--- config.mk ---
export PLATFORM = sky130hd
export DESIGN_NAME = prog_delay_ctrl
export DESIGN_NICKNAME = d
export VERILOG_FILES = /design/src/rtl/dsp_pkg.sv /design/src/rtl/pdc_ring_ram.sv /design/src/rtl/prog_delay_ctrl.sv
export SDC_FILE = /design/constraint.sdc
export NUM_CORES = 1
export LEC_CHECK = 0
export CAP_MARGIN = 40
export CORE_UTILIZATION = 61
export DETAILED_ROUTE_END_ITERATION = 7
export GPL_ROUTABILITY_DRIVEN = 0
export GPL_TIMING_DRIVEN = 1
export PLACE_DENSITY_LB_ADDON = 0.3
export SLEW_MARGIN = 20
export SYNTH_ARGS = -nofsm -noshare
export SYNTH_HDL_FRONTEND = slang
export SYNTH_SLANG_ARGS = --single-unit
export TNS_END_PERCENT = 1
--- constraint.sdc ---
create_clock -name clk -period 4 [get_ports clk]
set_input_delay 0.8 -clock clk [delete_from_list [all_inputs] [get_ports clk]]
set_output_delay 0.8 -clock clk [all_outputs]
set_load 0.01 [all_outputs]
--- src/rtl/dsp_pkg.sv ---
// Shared sample-path types for the DSP delay blocks.
// Pure declarations: no logic, no latency, no flow control.
package dsp_pkg;

   localparam int SAMPLE_W = 25;

   typedef logic signed [SAMPLE_W-1:0] sample_t;

   typedef enum logic [1:0] {
      PDC_IDLE,
      PDC_FILL,
      PDC_RUN
   } pdc_state_t;

endpackage

--- src/rtl/pdc_ring_ram.sv ---
// Circular-buffer storage: 1 write + 1 registered read port, read-before-write on collision.
// Read latency 1 cycle; no backpressure, storage is not reset.
module pdc_ring_ram #(
   parameter  int DEPTH = 16,
   parameter  int WIDTH = 25,
   localparam int AW    = (DEPTH > 1) ? $clog2(DEPTH) : 1
) (
   input  logic             clk,
   input  logic             we,
   input  logic [AW-1:0]    waddr,
   input  logic [WIDTH-1:0] wdata,
   input  logic             re,
   input  logic [AW-1:0]    raddr,
   output logic [WIDTH-1:0] rdata
);

   logic [WIDTH-1:0] mem [DEPTH];

   // Non-blocking read and write on the same edge returns the old word on a collision.
   always_ff @(posedge clk) begin
      if (re) rdata <= mem[raddr];
      if (we) mem[waddr] <= wdata;
   end

endmodule

--- src/rtl/prog_delay_ctrl.sv ---
// Programmable 1..MAX_DELAY sample delay with zero-primed fill; 1-cycle valid latency, never stalls.
// Optional PDC_BYPASS_EN adds a `bypass` port that forwards data_in registered while the buffer keeps running.
module prog_delay_ctrl
   import dsp_pkg::*;
#(
   parameter  int DATA_W    = SAMPLE_W,
   parameter  int MAX_DELAY = 16,
   localparam int CNT_W     = $clog2(MAX_DELAY + 1)
) (
   input  logic                     clk,
   input  logic                     reset,
`ifdef PDC_BYPASS_EN
   input  logic                     bypass,
`endif
   input  logic [CNT_W-1:0]         cfg_delay,
   input  logic                     cfg_load,
   input  logic                     in_valid,
   input  logic signed [DATA_W-1:0] data_in,
   output logic                     out_valid,
   output logic signed [DATA_W-1:0] data_out,
   output logic                     busy,
   output logic                     cfg_err
);

   localparam int               AW       = (MAX_DELAY > 1) ? $clog2(MAX_DELAY) : 1;
   localparam logic [CNT_W-1:0] MAX_D    = CNT_W'(MAX_DELAY);
   localparam logic [CNT_W:0]   MAX_P    = (CNT_W + 1)'(MAX_DELAY);
   localparam logic [AW-1:0]    LAST_PTR = AW'(MAX_DELAY - 1);

   pdc_state_t              state, state_n;
   logic [CNT_W-1:0]        delay_q, dly_eff, cnt_base, cnt_n, fill_cnt;
   logic [AW-1:0]           wr_ptr, rd_addr;
   logic [CNT_W:0]          rd_sum;
   logic                    fill_zero, zero_q;
   logic signed [DATA_W-1:0] ram_q;

   function automatic logic [CNT_W-1:0] clamp_dly(input logic [CNT_W-1:0] d);
      if (d == '0)        return CNT_W'(1);
      else if (d > MAX_D) return MAX_D;
      else                return d;
   endfunction

   // A load takes effect on the same cycle, so a sample arriving with it is fill sample #1.
   always_comb begin
      dly_eff   = cfg_load ? clamp_dly(cfg_delay) : delay_q;
      cnt_base  = cfg_load ? '0 : fill_cnt;
      fill_zero = (cnt_base < dly_eff);
      cnt_n     = (in_valid && fill_zero) ? cnt_base + CNT_W'(1) : cnt_base;
      rd_sum    = (CNT_W + 1)'(wr_ptr) + MAX_P - {1'b0, dly_eff};
      rd_addr   = (rd_sum >= MAX_P) ? AW'(rd_sum - MAX_P) : AW'(rd_sum);
   end

   always_ff @(posedge clk or negedge reset) begin
      if (!reset) state <= PDC_IDLE;
      else        state <= state_n;
   end

   always_comb begin
      state_n = state;
      if (cfg_load || in_valid || state != PDC_IDLE)
         state_n = (cnt_n == dly_eff) ? PDC_RUN : PDC_FILL;
   end

   always_comb begin
      busy = (state == PDC_FILL);
   end

   always_ff @(posedge clk or negedge reset) begin
      if (!reset) begin
         delay_q   <= MAX_D;
         wr_ptr    <= '0;
         fill_cnt  <= '0;
         out_valid <= 1'b0;
         zero_q    <= 1'b1;
         cfg_err   <= 1'b0;
      end else begin
         out_valid <= in_valid;
         cfg_err   <= cfg_load && (cfg_delay == '0 || cfg_delay > MAX_D);
         fill_cnt  <= cnt_n;
         if (cfg_load) delay_q <= dly_eff;
         if (in_valid) begin
            wr_ptr <= (wr_ptr == LAST_PTR) ? '0 : wr_ptr + AW'(1);
            zero_q <= fill_zero;
         end
      end
   end

   pdc_ring_ram #(
      .DEPTH (MAX_DELAY),
      .WIDTH (DATA_W)
   ) u_ram (
      .clk   (clk),
      .we    (in_valid),
      .waddr (wr_ptr),
      .wdata (data_in),
      .re    (in_valid),
      .raddr (rd_addr),
      .rdata (ram_q)
   );

`ifdef PDC_BYPASS_EN
   logic                     byp_q;
   logic signed [DATA_W-1:0] din_q;

   always_ff @(posedge clk or negedge reset) begin
      if (!reset) begin
         byp_q <= 1'b0;
         din_q <= '0;
      end else if (in_valid) begin
         byp_q <= bypass;
         din_q <= data_in;
      end
   end

   assign data_out = byp_q ? din_q : (zero_q ? '0 : ram_q);
`else
   assign data_out = zero_q ? '0 : ram_q;
`endif

endmodule

# Word level (Yosys, flattened, before mapping)
# Memory sizes are Yosys's and may differ from the RTL's. A register that Yosys moved wholly into a read port is not among the register bits.
# Index checks and enable logic that the tools add are counted.
[totals]
register_bits = 19
latch_bits = 0
mem_bits_rw = 400
rom_bits = 0
inputBits = 34
output_inout_bits = 28
word_cells = 37
memories = 1
[op_classes]
add_sub_neg = 5
multipliers = 0
div_mod_pow = 0
n_lt_le_gt_ge = 3
eq_ne = 3
shifts = 0
mux = 11
n_bitwise = 0
reduce_logical = 7
[memory_table]
columns = ["name", "depth", "word_bits", "read_ports", "rd_ports_with_merged_regs", "wr", "line_no", "source"]
rows = [
  ["u_ram.mem", 16, 25, 1, 1, 1, "pdc_ring_ram.sv:17", "logic [WIDTH-1:0] mem [DEPTH];"],
]
[op_table]
columns = ["op", "n"]
rows = [
  ["25-bit two-way mux", 1],
  ["5-bit two-way mux", 5],
  ["4-bit two-way mux", 2],
  ["4-bit by 5-bit adder with 6-bit output (second input constant)", 1],
  ["6-bit by 5-bit >= comparator with 1-bit output (second input constant)", 1],
  ["6-bit by 5-bit subtractor with 6-bit output", 1],
  ["5-bit by 1-bit adder with 5-bit output (second input constant)", 1],
  ["5-bit == test", 1],
  ["5-bit > comparator (second input constant)", 1],
  ["5-bit logical NOT", 1],
  ["5-bit < comparator", 1],
  ["4-bit by 1-bit adder with 4-bit output (second input constant)", 1],
  ["4-bit == test (second input constant)", 1],
  ["4-bit by 1-bit subtractor with 4-bit output (second input constant)", 1],
  ["1-bit logical OR", 3],
  ["2-bit by 1-bit == test with 1-bit output (second input constant)", 1],
  ["1-bit logical AND", 2],
  ["1-bit two-way mux", 2],
  ["2-bit two-way mux", 1],
  ["2-bit nonzero test", 1],
]

# Depth between registers and ports, before layout
[depth]
word_depth = 9
mapped_depth = 13
depth_no_buf = 12

# By module
# A second synthesis with hierarchy kept.
[hier_totals]
cells_unflattened = 814
hier_area_um2 = 17264.1
[by_module_without_submodules]
columns = ["mod", "n_inst", "cells_per_inst", "area_each_um2", "seq_area_each_um2"]
rows = [
  ["pdc_ring_ram", 1, 660, 15801.4, 12762.2],
  ["prog_delay_ctrl", 1, 154, 1462.7, 478.0],
]

# Worst setup path after synthesis
# No wires, ideal clock.
[synth_path]
kind = "input -> register"
startpoint = "in cfg_delay[1]"
endpoint = "reg u_ram.rdata[0], read port of u_ram.mem (data pin)"
setup_ns = 0.273
t_arrival_ns = 3.939
required_time_ns = 3.727
setup_slack_ns = -0.212
stages = 12
path_buffers = 2
path_cell_list = "or4_1 ha_1 nor2b_1 o21ai_1 nand2_1 ha_1 inv_1 fa_1 clkbuf_1 clkbuf_1 mux4_2 mux4_1"
[synth_via]
elab_chain_len = 7
elab_cells_between_ends = 9
cone_classes = "add/sub (2); order compare (2); mux (4); reduce/logical (1)"
[synth_rtl]
columns = ["element", "line_no", "source"]
rows = [
  ["from (decl)", "prog_delay_ctrl.sv:15", "input logic [CNT_W-1:0] cfg_delay,"],
  ["5-bit > comparator", "prog_delay_ctrl.sv:39", "else if (d > MAX_D) return MAX_D;"],
  ["5-bit two-way mux", "prog_delay_ctrl.sv:39", ""],
  ["5-bit two-way mux *", "prog_delay_ctrl.sv:38", "if (d == '0) return CNT_W'(1);"],
  ["5-bit two-way mux *", "prog_delay_ctrl.sv:45", "dly_eff = cfg_load ? clamp_dly(cfg_delay) : delay_q;"],
  ["via dly_eff[0]", "prog_delay_ctrl.sv:31", "logic [CNT_W-1:0] delay_q, dly_eff, cnt_base, cnt_n, fill_cnt;"],
  ["6-bit by 5-bit subtractor with 6-bit output *", "prog_delay_ctrl.sv:49", "rd_sum = (CNT_W + 1)'(wr_ptr) + MAX_P - {1'b0, dly_eff};"],
  ["6-bit by 5-bit >= comparator with 1-bit output / 4-bit by 1-bit subtractor with 4-bit output (equally long branches)", "prog_delay_ctrl.sv:50", "rd_addr = (rd_sum >= MAX_P) ? AW'(rd_sum - MAX_P) : AW'(rd_sum);"],
  ["4-bit two-way mux *", "prog_delay_ctrl.sv:50", ""],
  ["to (decl)", "pdc_ring_ram.sv:14", "output logic [WIDTH-1:0] rdata"],
]
# Mark *: on every way through the listed nets, which the timed path passes. The rest lies on a longest branch.
# A chain may end at the register's enable or synchronous reset.

# Worst setup path after layout
[layout_path]
startpoint = "in cfg_delay[0]"
endpoint = "reg u_ram.rdata[6], read port of u_ram.mem (data pin)"
[layout_via]
elab_chain_len = 7
elab_cells_between_ends = 9
cone_classes = "add/sub (2); order compare (2); mux (4); reduce/logical (1)"
[layout_rtl]
columns = ["element", "line_no"]
rows = [
  ["5-bit > comparator", "prog_delay_ctrl.sv:39"],
  ["5-bit two-way mux", "prog_delay_ctrl.sv:39"],
  ["5-bit two-way mux *", "prog_delay_ctrl.sv:38"],
  ["5-bit two-way mux *", "prog_delay_ctrl.sv:45"],
  ["6-bit by 5-bit subtractor with 6-bit output *", "prog_delay_ctrl.sv:49"],
  ["6-bit by 5-bit >= comparator with 1-bit output / 4-bit by 1-bit subtractor with 4-bit output (equally long branches)", "prog_delay_ctrl.sv:50"],
  ["4-bit two-way mux *", "prog_delay_ctrl.sv:50"],
]
# Mark *: on every way between the ends. The rest lies on a longest branch, timed or not.

==> metrics <==
layout cell share with drive strength beyond 1=0.344; PortBufs=61; Remaining DRCs=0; # setup viols final=0; Mapped Nets=about 790; starting density of the core=0.621; CTS tree=done; Final Cell Area=approximately 21000 um^2; HPWL after DPL=21300 um; worst r2r path cells=9; predominant post-synthesis flop cell=edfxtp_1; peak supply drop=~0.00053 V; H-tree Lvls=2; remaining antenna violation count=0; worst hold margin=around 0.48 ns; FF-to-FF End=u_ram.rdata[6]$_DFFE_PP_; die height=170 um; timing-limited maximum frequency=around 0.25 GHz; Req. time, crit path=4.28 ns; Tot Pwr=about 16 mW; Synth Area in XOR/XNOR=0.00993; Root Driver=clkbuf_16; area of the multi-input gates=3920 um^2; area grow syn2layout=21.0%; Die X-Extent=roughly 170 um; crit start category=primary input; Layout Skew=0.0207 ns; pre-CTS WS=-0.828 ns; initial antenna violation count=0; # fillers=1475; Worst-path clk slew=around 0.060 ns; DIE AREA=around 29000 um^2; CTS buffer count=43; most common library cell in the layout ignoring fill and taps=edfxtp_1; post-synthesis mux area share=0.166; DP Area=19200 um^2; Post-synth ARST share=0.0428; final WL=42600 um; Mapped Cells=745; Clock Sinks=444; GRT overflow=0; Tot GR Track Use=0.312; CP endpoint kind=register; vias in the first global route=9263; Iteration-0 DRC Markers=~1100; Hold-fix buffers, CTS=0; highest-count cells in the layout ignoring fill and taps=edfxtp_1, mux4_2, buf_4, clkdlybuf4s50_1, clkbuf_16; sequential cell area=roughly 13000 um^2; CP Max Fanout=6; post-synthesis compound-gate area fraction=0.00710; CTS Buffer Depth=3; Routed wire per std cell=31.9 um; status=finished, final reports clean; I/O pins=62; first-pass GRT wire length=61300 um; final slew viol count=0; MaxCap Viol Count=0; Syn Area/Cell=23.2 um^2; nets@finish=approximately 970; PwrDens=773 nW/um^2; period utilization=0.987; Site Rows=61; largest family of logic cells by synthesized area=multiplexers; diode count=0; setup slack, reg-to-reg=0.90 ns; Netlist cell types=47; sequential area share after synthesis=0.767; critical path class=primary input to register; adder-cell share of the synthesized area=0.0113; Seq cells post-synth=between 400 and 500; via count=about 8800; setup ws final=0.0536 ns; P_leak=6.97 nW; final core occ=0.752; RSZ-0062 raised after global routing=no; DR pass1 iterations=5; YS warnings=0; worst hold path type=primary input to asynchronous set/reset pin; worst rel slew slack=0.432; largest net degree at the start of global routing=27; mapped cell area=about 17000 um^2; simple-gate share of the synthesized area=0.0266; arrival time worst endpoint=between 4 and 5 ns; vias per cell=6.59; Final Hold Viols=0; reg-to-reg startpoint=wr_ptr[0]$_DFFE_PN0P_; EDFF count, synth=between 400 and 500; Least-Margin Pin Slew=0.851 ns; Final Critical Period=3.95 ns; worst skew pair latency=0.55 ns; core footprint=between 20000 and 30000 um^2
## how the worst max path moves through the flow
stage / startpoint / to / slack, ns / cells past startpoint
2_1_floorplan: cfg_delay[1] / u_ram.rdata[10]$_DFFE_PP_ / 0.05 / 12
3_3_place_gp: cfg_delay[1] / u_ram.rdata[5]$_DFFE_PP_ / -0.79 / 12
3_5_place_dp: cfg_delay[1] / u_ram.rdata[3]$_DFFE_PP_ / -0.83 / 12
4_1_cts: cfg_delay[0] / u_ram.rdata[10]$_DFFE_PP_ / -0.0009 / 14
5_1_grt: cfg_delay[0] / u_ram.rdata[10]$_DFFE_PP_ / 0.01 / 11
6_report: cfg_delay[0] / u_ram.rdata[6]$_DFFE_PP_ / 0.05 / 11
## layout make-up
cell class | instances | share of cell area
Sequential cell | 444 | 0.634
Multi-Input combinational cell | 257 | 0.188
Timing Repair Buffer | 167 | 0.0872
Clock buffer | 53 | 0.0543
Tap cell | 378 | 0.0226
Clock inverter | 24 | 0.0124
Inverter | 11 | 0.00210
## what timing repair did
action,CTS,global route
endpoints found under the setup margin,25,24
resized for setup,32,4
setup buffers,15,1
cloned,5,0
pin swaps,6,2
## state kept, by name, summed over array words and instances (netlist names)
register / count
u_ram.mem: 400
u_ram.rdata: 25
delay_q: 5
fill_cnt: 5
wr_ptr: 4
state: 2
cfg_err: 1
out_valid: 1
zero_q: 1
## Yosys cell counts, types with 3 or more instances
master    instances  area share
ha_1             14       0.010
a31oi_1           3      0.0011
mux4_2          120        0.16
buf_1             6      0.0013
inv_1            10      0.0022
nand2_1          15      0.0033
buf_2             5      0.0014
clkbuf_1         19      0.0041
nor3_1            6      0.0017
xnor2_1           8      0.0041
mux4_1            5      0.0076
edfxtp_1        425        0.74
xor2_1            4      0.0020
nor2b_1          35       0.013
nor2_1           12      0.0026
dfrtp_1          17       0.025
## logic make-up (layout without fill, tap and decap cells)
| group | after synthesis | count (layout) |
|---|---|---|
| AND/OR/NAND/NOR | 82 | 82 |
| multiplexers | 128 | 128 |
| adder cells (fa/ha/maj) | 15 | 15 |
| buffers and inverters | 44 | 255 |
| flip-flops | 444 | 444 |
| XOR/XNOR | 15 | 15 |
| AO/OA/AOI/OAI | 17 | 17 |
## power breakdown
group          switching [mW]  internal (mW)  leakage [nW]
combinational            2.64           3.40          2.20
clock                    1.70           2.34         0.674
sequential              0.244           5.81          4.09
## per-stage QoR
step           cells  setup TNS (ns)
2_1_floorplan    745               0
3_3_place_gp    1236          -19.09
3_5_place_dp    1237          -20.01
4_1_cts         1333       -0.000853
5_1_grt         1334               0
6_report        1334               0
## per-layer routing
metal	wire length (um)	global-route usage
met1	15300	0.408
met5	0	0
met4	1970	0.156
met3	4000	0.0630
met2	21300	0.506
## critical path, cell delays in order
cell and delay [ns]:
clkdlybuf4s15_2 0.19, or4_4 0.54, ha_4 0.19, nor2_1 0.20, a31oi_2 0.18, fa_4 0.92, buf_12 0.16, buf_12 0.12
buf_16 0.12, mux4_2 0.31, mux4_2 0.48
Power figures use the tool's default switching activity.
==> edit 1, RTL diff (same flow settings) <==
Re-encode `pdc_state_t` (3 states) as one-hot, 3 bits wide.
--- a/src/rtl/dsp_pkg.sv
+++ b/src/rtl/dsp_pkg.sv
@@ -6,10 +6,10 @@
 
    typedef logic signed [SAMPLE_W-1:0] sample_t;
 
-   typedef enum logic [1:0] {
-      PDC_IDLE,
-      PDC_FILL,
-      PDC_RUN
+   typedef enum logic [2:0] {
+      PDC_IDLE = 3'b001,
+      PDC_FILL = 3'b010,
+      PDC_RUN  = 3'b100
    } pdc_state_t;
 
 endpackage
Behaviour: no difference found for any inputs over 4 cycles, from zero or initial values and one cycle with reset low; so few cycles prove little.
==> edit 1 against the unedited design <==
- the run now ends with setup timing left
- count of clock-buffer cells in the layout shrank 2
- core utilization shrank 0.72 points
- cell count shrank 0.15%
- total power grew 1.1%
- sequential cell count grew 1
- worst hold slack lost 0.044 ns
- clock power shrank 1%
- first-iteration DRC count shrank 22%
- synthesized area grew 0.63%
- final area shrank 0.42%
- worst setup slack lost 0.061 ns
- synthesized cell count grew 1.3%
- wire length shrank 2.9%
==> edit 1: results <==
{
  "status": "finished with violations",
  "violations": "setup timing",
  "finClkSkew_ns": 0.0191,
  "grt_max_degree": 29,
  "hpwl_mm": 20.9,
  "whs_ns": 0.435,
  "setup_ws_ns": -0.00732,
  "yosysSeqAreaShare_pct": 76.4,
  "r2r-start": "delay_q[0]",
  "irDropWorstVdd_mv": 0.576,
  "drive_gt1_share_pct": 33.7,
  "grt_pass1_vias": 9155,
  "hold_path.class": "flop to flop",
  "reg2reg_to": "u_ram.rdata[12]",
  "worst_pin_slew_ns": 0.733,
  "place_ws_ns": -0.934,
  "async_flop_share_pct": 4.49,
  "setup_violations": 2,
  "dr.first_iter.drc_count": 872,
  "syn_nets": 804,
  "p_leak_nw": 6.91,
  "nets": 969,
  "nFillCells": 1524,
  "cpPeakStageDelay_ns": 0.81,
  "worstPathArrival_ns": 4.29,
  "placed_area_um2": 19100,
  "cts_buffers": 44,
  "critPathMaxFanout": 8,
  "grt_usage_pct": 30.0,
  "netlist_top_cells_count": "edfxtp_1 (425), mux4_2 (120), nor2b_1 (32), dfrtp_1 (17), clkbuf_1 (15)"
}
edit 1: cell types whose count changed after synthesis, sizes merged, moves of 3 or more:
cell,before,now
buf,14,18
clkbuf,19,15
inv,11,14
nand2,15,11
edit 1: area by class of cell:
cell class                 instances  area, um2  area share [%]
tap                              378        473            2.27
antenna                            1       2.50          0.0120
clock buffer                      51       1130            5.42
sequential                       445      13300            63.8
inverter                          14       55.1           0.265
multi-input combinational        263       3970            19.1
timing repair buffer             152       1660            7.99
clock inverter                    28        246            1.18
edit 1: how the worst max path moves through the flow:
stage                 start  slack (ns)         endpoint
6_report       cfg_delay[3]      -0.007  u_ram.rdata[12]
5_1_grt        cfg_delay[1]       -0.06  u_ram.rdata[12]
4_1_cts        cfg_delay[3]       0.003   u_ram.rdata[0]
3_5_place_dp   cfg_delay[1]       -0.93   u_ram.rdata[0]
3_3_place_gp   cfg_delay[1]       -0.76   u_ram.rdata[0]
2_1_floorplan  cfg_delay[1]       -0.05  u_ram.rdata[10]
edit 1: power groups by stage:
stage	clock network, mW	logic (mW)	registers, mW
6_report	3.99	6.28	6.06
5_1_grt	4.18	6.56	6.09
4_1_cts	4.00	6.25	6.05
3_5_place_dp	0	5.47	6.13
3_3_place_gp	0	5.24	6.09
2_1_floorplan	0	3.65	6.01
edit 1: through the flow:
stage               setup TNS (ns)  utilization [%]
detailed placement          -22.00             68.4
finish                     -0.0140             74.5
global route                -0.413             74.5
floorplan                   -0.954                -
global placement            -18.63             68.4
CTS                              0             74.4
edit 1: repair_timing:
action	CTS	global route
gates resized for setup	33	3
pin swaps	5	3
cloned	5	0
setup buffers	8	2
endpoints found under the setup margin	25	22
edit 1: routing by layer:
metal  share of wire [%]  global-route usage (%)  up-vias  wire length, um
li1                    -                       -     3499                -
met1                  35                    38.0     4515            14500
met2                  54                    52.8      565            22100
met3                 7.9                    4.65      118             3290
met4                 3.4                    11.4        0             1400
met5                   0                       0        -                0
edit 1: cell families after synthesis:
logic type                 count (synthesis)  share of synthesized area (%)
muxes                                    128                           16.5
buffers and inverters                     47                           1.36
and+or+nand+nor                           82                           2.67
adders and majority gates                 15                           1.12
AOI/OAI and AO/OA                         24                           1.04
DFF                                      445                           76.4
xor gates and xnor gates                  14                          0.936
edit 1: worst max-delay path: cells and delay by family:
kind            cells  cell delay (ns)
fa+ha+maj           3             1.16
simple gates        2             0.66
compound gates      1             0.20
mux                 2             0.82
buf+inv             6             0.63
==> edit 2, RTL diff (same settings) <==
Without the edit above. The parameter `MAX_DELAY` goes from 16 to 32.
--- a/src/rtl/prog_delay_ctrl.sv
+++ b/src/rtl/prog_delay_ctrl.sv
@@ -4,7 +4,7 @@
    import dsp_pkg::*;
 #(
    parameter  int DATA_W    = SAMPLE_W,
-   parameter  int MAX_DELAY = 16,
+   parameter  int MAX_DELAY = 32,
    localparam int CNT_W     = $clog2(MAX_DELAY + 1)
 ) (
    input  logic                     clk,
Ports: changed (resized cfg_delay); port bits go from 62 to 63. The function was not compared with the original's and may differ.
==> edit 2 against the unedited design <==
- total power is 77% higher
- worst setup slack worse by 0.013 ns
- worst hold slack better by 0.045 ns
- final area is 88% higher
- synthesized area is 92% higher
- sequential cell count is 403 higher
- critical path depth stayed put
- clock power is 88% higher
- core utilization is 2.2 points lower
- wire length is 87% higher
==> edit 2: results <==
{
  "antenna_found_initial": 1,
  "wire_per_inst_um": 32.0,
  "whs_ns": 0.524,
  "dr.first_iter.drc_count": 1886,
  "clock_latency_ns": 0.63,
  "worstPathArrival_ns": 4.31,
  "htree_levels": 3,
  "num_vias": 16800,
  "syn_inst": 1467,
  "yosysSeqAreaShare_pct": 76.3,
  "critPathMaxFanout": 45,
  "netlist_top_cells_count": "edfxtp_1 (825), mux4_2 (200), mux2i_1 (51), mux2_2 (45), nor2b_1 (33)",
  "clk_path_buf_depth": 3,
  "cts_setup_buffers": 0,
  "async_flop_share_pct": 2.60,
  "status": "complete, no violations",
  "ys_types": 57,
  "p_leak_nw": 12.9,
  "clk_pin_slew_ns": 0.06,
  "r2r-start": "delay_q[0]",
  "io_buffers": 62,
  "seqPwrFrac_pct": 37.8,
  "synth_edf_count": 825,
  "grt_pass1_wl_mm": 114,
  "hold_path.class": "input pin to asynchronous set/reset pin",
  "cts_buffers": 82,
  "place_inst": 2334,
  "rrSetupSlack_ns": 0.62,
  "irDropWorstVdd_mv": 0.563,
  "reg_top3": "u_ram.mem: 800 flops, u_ram.rdata: 25 flops",
  "reg2regPathDepth": 9,
  "grt_usage_pct": 29.2,
  "synth.top_cells.by_area": "edfxtp_1 (75%), mux4_2 (14%), mux2i_1 (1.5%)",
  "finClkSkew_ns": 0.0259,
  "switching_share_pct": 30.4,
  "hpwl_mm": 46.7,
  "yosysWarnings": 0,
  "cts_resized": 3,
  "drt_first_pass_iters": 7,
  "worst_pin_slew_ns": 0.814,
  "clockPowerShare_pct": 26.6,
  "reg2reg_to": "u_ram.rdata[14]",
  "nets": 1782,
  "drive_gt1_share_pct": 34.8,
  "synth_ff_type": "edfxtp_1",
  "cap_violations": 0,
  "grt_max_degree": 46,
  "root_buffer": "clkbuf_16",
  "final_cell_count_no_fill": 2486
}
[edit 2: cell count changes in the layout (fill, tap and decap cells not counted), sizes merged, moves of 5 or more]
| cell | delta |
|---|---|
| o22ai | +24 |
| mux2i | +50 |
| nor3 | +9 |
| mux4 | +75 |
| a221oi | +26 |
| clkinv | +13 |
| buf | +81 |
| nor2 | +17 |
| o21ai | +7 |
| mux2 | +51 |
| clkbuf | +50 |
| clkdlybuf4s50 | +5 |
| edfxtp | +400 |
[edit 2: logic make-up (layout without fill, tap and decap cells)]
logic type | after synthesis | in the layout | synth area share, %
DFF | 847 | 847 | 76.3
muxes | 304 | 304 | 16.9
and+or+nand+nor | 112 | 112 | 1.90
buffers and inverters | 85 | 407 | 1.27
AOI/OAI and AO/OA | 84 | 84 | 2.41
xor gates and xnor gates | 19 | 19 | 0.637
adders and majority gates | 16 | 16 | 0.625
other | 0 | 1 | 0
[edit 2: cell type report]
cell class | instances | area (um2)
clock inverter | 40 | 378
tap | 696 | 871
antenna | 1 | 2.50
timing repair buffer | 251 | 2700
multi-input combinational | 535 | 7690
fill | 2919 | 14600
inverter | 14 | 52.6
clock buffer | 102 | 2230
sequential | 847 | 25300
[edit 2: metal layers]
layer | vias to the layer above | track usage (%) | part of all wire [%]
met2 | 1028 | 46.6 | 49
met5 | - | 0 | 0.018
li1 | 6730 | - | -
met3 | 161 | 5.53 | 9.4
met1 | 8919 | 40.2 | 38
met4 | 2 | 12.6 | 3.9
[edit 2: per-stage QoR]
step / power [mW] / setup slack, ns / cell area, um2 / TNS, ns / utilization (%)
3_5_place_dp: 20.8 / -0.687 / 36500 / -14.62 / 67.8
3_3_place_gp: 20.6 / -0.628 / 36200 / -13.06 / 67.3
4_1_cts: 28.4 / 0.0983 / 39100 / 0 / 72.7
6_report: 28.5 / 0.0402 / 39300 / 0 / 73.0
5_1_grt: 29.3 / 0.0180 / 39300 / 0 / 73.0
2_1_floorplan: 16.7 / 0.227 / 33200 / 0 / -
[edit 2: critical path, cell delays in order]
cell and delay, ns:
clkdlybuf4s50_1 0.53, nor4_4 0.07, o21ai_1 0.23, o21ai_1 0.19, ha_4 0.20, fa_4 0.91
buf_16 0.29, mux4_2 0.39, mux2_2 0.30, o22ai_1 0.29, a221oi_2 0.07
[edit 2: worst max path at each step]
| stage | startpoint | end | slack (ns) | cells past startpoint |
|---|---|---|---|---|
| after floorplan | cfg_load | u_ram.rdata[13] | 0.23 | 12 |
| after detailed placement | cfg_delay[3] | u_ram.rdata[3] | -0.69 | 12 |
| after global placement | cfg_delay[3] | u_ram.rdata[3] | -0.63 | 12 |
| after global routing | cfg_delay[3] | u_ram.rdata[3] | 0.02 | 12 |
| final | cfg_delay[2] | u_ram.rdata[14] | 0.04 | 11 |
| after CTS | cfg_delay[3] | u_ram.rdata[3] | 0.1 | 12 |
